[config.mk]
export PLATFORM = sky130hd
export DESIGN_NAME = posit_mul_core
export DESIGN_NICKNAME = d
export VERILOG_FILES = /design/src/rtl/posit_mul_core.sv
export SDC_FILE = /design/constraint.sdc
export NUM_CORES = 2
export LEC_CHECK = 0
export BUFFER_PORTS_ARGS = -buffer_cell sky130_fd_sc_hd__buf_2
export CAP_MARGIN = 20
export CORE_UTILIZATION = 60
export CTS_CLUSTER_DIAMETER = 80
export DETAILED_ROUTE_END_ITERATION = 16
export PLACE_DENSITY = 0.81
export SLEW_MARGIN = 20
export SYNTH_ARGS = -nofsm -noshare
export SYNTH_HDL_FRONTEND = slang
export SYNTH_SLANG_ARGS = --single-unit
[constraint.sdc]
create_clock -name clk -period 9.18 [get_ports clk]
set_clock_uncertainty 0.1 [all_clocks]
set_input_delay 1.836 -clock clk [delete_from_list [all_inputs] [get_ports clk]]
set_output_delay 1.836 -clock clk [all_outputs]
set_load 0.02 [all_outputs]
[src/rtl/posit_mul_core.sv]
// rtl/posit_mul_core.sv - two-stage posit multiplier core: scale add, significand multiply, normalize.
// Optional macro POSIT_MUL_STICKY_EN enables the sticky (discarded product bits) output.
module posit_mul_core #(
  parameter int N  = 32,
  parameter int ES = 2,
  parameter int RS = $clog2(N),
  localparam int SW = RS + ES + 3
) (
  input  logic          clk,
  input  logic          rst,
  input  logic          in_valid,
  output logic          in_ready,
  input  logic          SignA,
  input  logic          SignB,
  input  logic [RS:0]   kA,
  input  logic [RS:0]   kB,
  input  logic [ES-1:0] ExponentA,
  input  logic [ES-1:0] ExponentB,
  input  logic [N-1:0]  MantissaA,
  input  logic [N-1:0]  MantissaB,
  input  logic          NaRA,
  input  logic          NaRB,
  input  logic          zeroA,
  input  logic          zeroB,
  output logic          out_valid,
  input  logic          out_ready,
  output logic          Sign,
  output logic [SW-1:0] Scale,
  output logic [N-1:0]  Mantissa,
  output logic          Sticky,
  output logic          NaR,
  output logic          zero
);

`ifdef POSIT_MUL_STICKY_EN
  localparam int PW = 2 * N;
`else
  // Only the bits that can reach Mantissa are kept when sticky is disabled.
  localparam int PW = N + 1;
`endif

  function automatic logic [SW-1:0] op_scale(input logic [RS:0] k, input logic [ES-1:0] e);
    logic [SW-1:0] ks;
    ks = {{(SW-RS-1){k[RS]}}, k};
    return (ks << ES) + {{(SW-ES){1'b0}}, e};
  endfunction

  logic          en;
  logic [PW-1:0] prod_in;
  logic          s1_valid;
  logic          s1_sign;
  logic [SW-1:0] s1_scale;
  logic [PW-1:0] s1_prod;
  logic          s1_nar;
  logic          s1_zero;
  logic [N:0]    hi;
  logic          top;
  logic          special;
  logic [N-1:0]  mant_nx;
  logic [SW-1:0] scale_nx;

  assign en       = !out_valid || out_ready;
  assign in_ready = en;

`ifdef POSIT_MUL_STICKY_EN
  assign prod_in = {{N{1'b0}}, MantissaA} * {{N{1'b0}}, MantissaB};
`else
  assign prod_in = PW'(({{N{1'b0}}, MantissaA} * {{N{1'b0}}, MantissaB}) >> (N - 1));
`endif

  assign hi       = s1_prod[PW-1:PW-N-1];
  assign top      = hi[N];
  assign special  = s1_nar || s1_zero;
  assign mant_nx  = top ? hi[N:1] : hi[N-1:0];
  assign scale_nx = s1_scale + {{(SW-1){1'b0}}, top};

  always_ff @(posedge clk) begin
    if (rst) begin
      s1_valid  <= 1'b0;
      s1_sign   <= 1'b0;
      s1_scale  <= '0;
      s1_prod   <= '0;
      s1_nar    <= 1'b0;
      s1_zero   <= 1'b0;
      out_valid <= 1'b0;
      Sign      <= 1'b0;
      Scale     <= '0;
      Mantissa  <= '0;
      NaR       <= 1'b0;
      zero      <= 1'b0;
    end else if (en) begin
      s1_valid  <= in_valid;
      s1_sign   <= SignA ^ SignB;
      s1_scale  <= op_scale(kA, ExponentA) + op_scale(kB, ExponentB);
      s1_prod   <= prod_in;
      s1_nar    <= NaRA || NaRB;
      s1_zero   <= !(NaRA || NaRB) && (zeroA || zeroB);
      out_valid <= s1_valid;
      Sign      <= special ? 1'b0 : s1_sign;
      Scale     <= special ? '0 : scale_nx;
      Mantissa  <= special ? '0 : mant_nx;
      NaR       <= s1_nar;
      zero      <= s1_zero;
    end
  end

`ifdef POSIT_MUL_STICKY_EN
  logic sticky_nx;
  assign sticky_nx = top ? (|s1_prod[N-1:0]) : (|s1_prod[N-2:0]);

  always_ff @(posedge clk) begin
    if (rst) begin
      Sticky <= 1'b0;
    end else if (en) begin
      Sticky <= special ? 1'b0 : sticky_nx;
    end
  end
`else
  assign Sticky = 1'b0;
`endif

endmodule

==> results.ini <==
[run_status]
status=finished, final reports clean

[yosys]
synth_nets=5287
synth.distinct_cells=63
synth_edf_count=0
ys.flop_type=dfxtp_1
ys_seq_area_share_pct=5.09
ys_ff_latch=93
syn_area_mm2=0.0366
ys_warn_count=0
avgSynthCellArea_um2=9.07
synthArstFlopShare_pct=0
synthCells=4031

[cts]
root_buffer=clkbuf_16
clkSinkCount=93
clkLatencyLatePin_ns=0.33
clockBufferDepth=2
cts_tree=yes
clkTransAtPathRegs_ns=0.06
htree_levels=3
numCtsBuffers=9

[grt]
grt_first_pass_wirelength_mm=151
grt_use_met3_pct=4.26
grt_pass1_vias=29600
grt.met2_usage_pct=52.2
grt-busiest-layer=met2
antenna_found_initial=4
met1_usage_pct=40.0
grt_start_max_net_pins=95
grt.overflow.total=0
grtUsageTotal_pct=30.4

[floorplanning]
die_area_mm2=0.0619
core_mm2=0.0602
start_util_pct=60.7
die_w_um=249
die_h_um=249
pin_count=138
num_rows=90

[worst_setup_path]
worst_path_max_delay_cell=fa_1
path_cells=buf_2 > buf_4 > and2_1 > fa_1 > inv_1 > fa_1 > fa_1 > fa_1 > inv_1 > fa_1 > fa_1 > fa_1 > fa_1 > ha_4 > nand4_1 > or4_4 > nor2_2 > a22oi_2 > buf_4 > o211ai_4 > a21oi_2 > o31a_1 > or4b_1 > a31oi_1
crit_fanout=11
worst-endpoint-required_ns=9.34
critical-path-max-stage-delay_ns=0.62
crit_path_frequent_cell=fa_1
crit_path_end_kind=register
critPathArrivalTime_ns=9.12
critPathKind=in2reg
worstSetupStartpointType=input port

[route]
wl_per_cell_um=18.1
routed_wirelength_mm=89.0
dr.first_iter.drc_count=1750
drt-vias-per-instance=5.56
detail-route-antenna-nets=0
drcViolationCount=0
routed-via-count=27300
drtPass1Iterations=5

[final_layout]
drive_gt1_share_pct=9.18
fill_cells=4648
final_nets=5380
area_delta_synth_final_pct=7.21

[sta]
slew_headroom_pct=37.9
finalWorstSetupSlack_ns=0.219
setup_violations=0
slew_violations=0
period_needed_ns=8.96
tightest_slew_ns=0.931
fin_crit_sh_pct=97.6
max_freq_mhz=112
setup_tns_ns=0
hold_viol=0

[place]
port_buffers=136
post-place-ws_ns=-0.234
gp_congestion=0.911
post-dp-hpwl_mm=76.9

[run]
maxCapViolCount=0

[worst_hold_path]
hp-class=reg2reg

state kept, by name, summed over array words and instances (netlist names):
name	cells
s1_valid	1
s1_sign	1
zero	1
NaR	1
s1_nar	1
Sign	1
Mantissa	32
Scale	10
hi	33
out_valid	1
s1_zero	1
s1_scale	10
path summary, 6_finish.rpt:
kind	endpoint	slack (ns)	depth (start not counted)	from
max	hi[30]	0.22	24	MantissaB[2]
min	s1_scale[0]	0.36	2	s1_scale[0]
max reg2reg	hi[23]	6.61	8	out_valid
min reg2reg	s1_scale[0]	0.36	2	s1_scale[0]
kinds of logic (layout without fill, tap and decap cells):
family | count (synthesis) | count (layout) | synth area share (%)
compound gates | 277 | 277 | 4.93
xor+xnor | 45 | 45 | 1.08
fa+ha+maj | 1166 | 1166 | 58.3
buf+inv | 1108 | 1205 | 11.4
flops | 93 | 93 | 5.09
mux | 31 | 31 | 0.955
other cells | 1 | 5 | 0.0103
simple gates | 1310 | 1310 | 18.2
synthesized netlist by cell type (all sizes together) (3+ instances only):
| master | n | area (um2) |
|---|---|---|
| a211o | 4 | 35.0 |
| a211oi | 17 | 128 |
| a21boi | 5 | 37.5 |
| a21o | 36 | 272 |
| a21oi | 89 | 449 |
| a221oi | 3 | 26.3 |
| a22oi | 44 | 335 |
| a311oi | 3 | 26.3 |
| a31oi | 5 | 31.3 |
| and2 | 591 | 3700 |
| and3 | 13 | 86.3 |
| and4 | 7 | 61.3 |
| buf | 6 | 30.0 |
| clkbuf | 227 | 852 |
| dfxtp | 93 | 1860 |
| fa | 896 | 17900 |
| ha | 270 | 3380 |
| inv | 874 | 3280 |
| mux2 | 31 | 349 |
| nand2 | 537 | 2020 |
| nand2b | 5 | 31.3 |
| nand3 | 22 | 110 |
| nand3b | 6 | 45.0 |
| nand4 | 13 | 81.3 |
| nor2 | 80 | 303 |
| nor2b | 5 | 31.3 |
| nor3 | 13 | 65.1 |
| nor3b | 3 | 22.5 |
| o211ai | 7 | 57.6 |
| o21a | 4 | 30.0 |
| o21ai | 36 | 180 |
| o21bai | 8 | 60.1 |
| o31ai | 4 | 30.0 |
| or3 | 5 | 32.5 |
| or4 | 4 | 30.0 |
| xnor2 | 29 | 254 |
| xor2 | 16 | 140 |
per-layer routing:
layer / vias to the layer above / part of all wire, %
met5: - / 0.015
met4: 2 / 3.2
met3: 200 / 7.6
met2: 1087 / 50
met1: 14000 / 39
li1: 12000 / -
metrics by stage:
stage	std cells	utilization [%]	hold WS, ns	instance area, um2
6_report	4914	65.1	0.357	39200
5_1_grt	4913	65.1	0.384	39200
4_1_cts	4909	64.8	0.358	39000
3_5_place_dp	4894	64.3	0.347	38700
2_1_floorplan	4031	-	0.329	36600
3_3_place_gp	4894	64.3	0.339	38700
cell type report:
class | count | area [um2] | area share (%)
Clock inverter | 3 | 21.3 | 0.0543
Inverter | 875 | 3280 | 8.38
Clock buffer | 12 | 256 | 0.654
Timing Repair Buffer | 315 | 2190 | 5.58
Multi-Input combinational cell | 2830 | 30600 | 78.1
Tap cell | 782 | 978 | 2.50
Antenna cell | 4 | 10.0 | 0.0255
Sequential cell | 93 | 1860 | 4.75
timing repair:
item                                   4_1_cts  5_1_grt
gates resized for setup                      0       67
setup endpoints to repair                    0       20
setup buffers                                0        1
endpoints found under the hold margin        0        0
hold buffers                                 0        0
critical path: cells and delay by family:
kind,cells,cell delay (ns)
simple gates,5,1.39
buf+inv,5,0.67
fa+ha+maj,9,4.47
compound gates,5,0.76
layout by cell type, fill, tap and decap left out, types with 9 or more instances in the layout:
cell and instances:
buf_2 98, a22oi_1 43, and2_1 591, mux2_2 31
nand3_1 22, inv_1 874, ha_1 267, a21o_1 35
nor3_1 12, fa_1 895, clkbuf_4 23, clkbuf_16 9
o21ai_0 34, and3_1 12, a211oi_1 17, xnor2_1 29
a21oi_1 88, buf_4 185, dfxtp_1 93, nor2_1 79
xor2_1 16, nand4_1 13, nand2_1 537
Power is not shown: default switching activity piles up to over one toggle a cycle in this logic, so the estimate is an artifact.
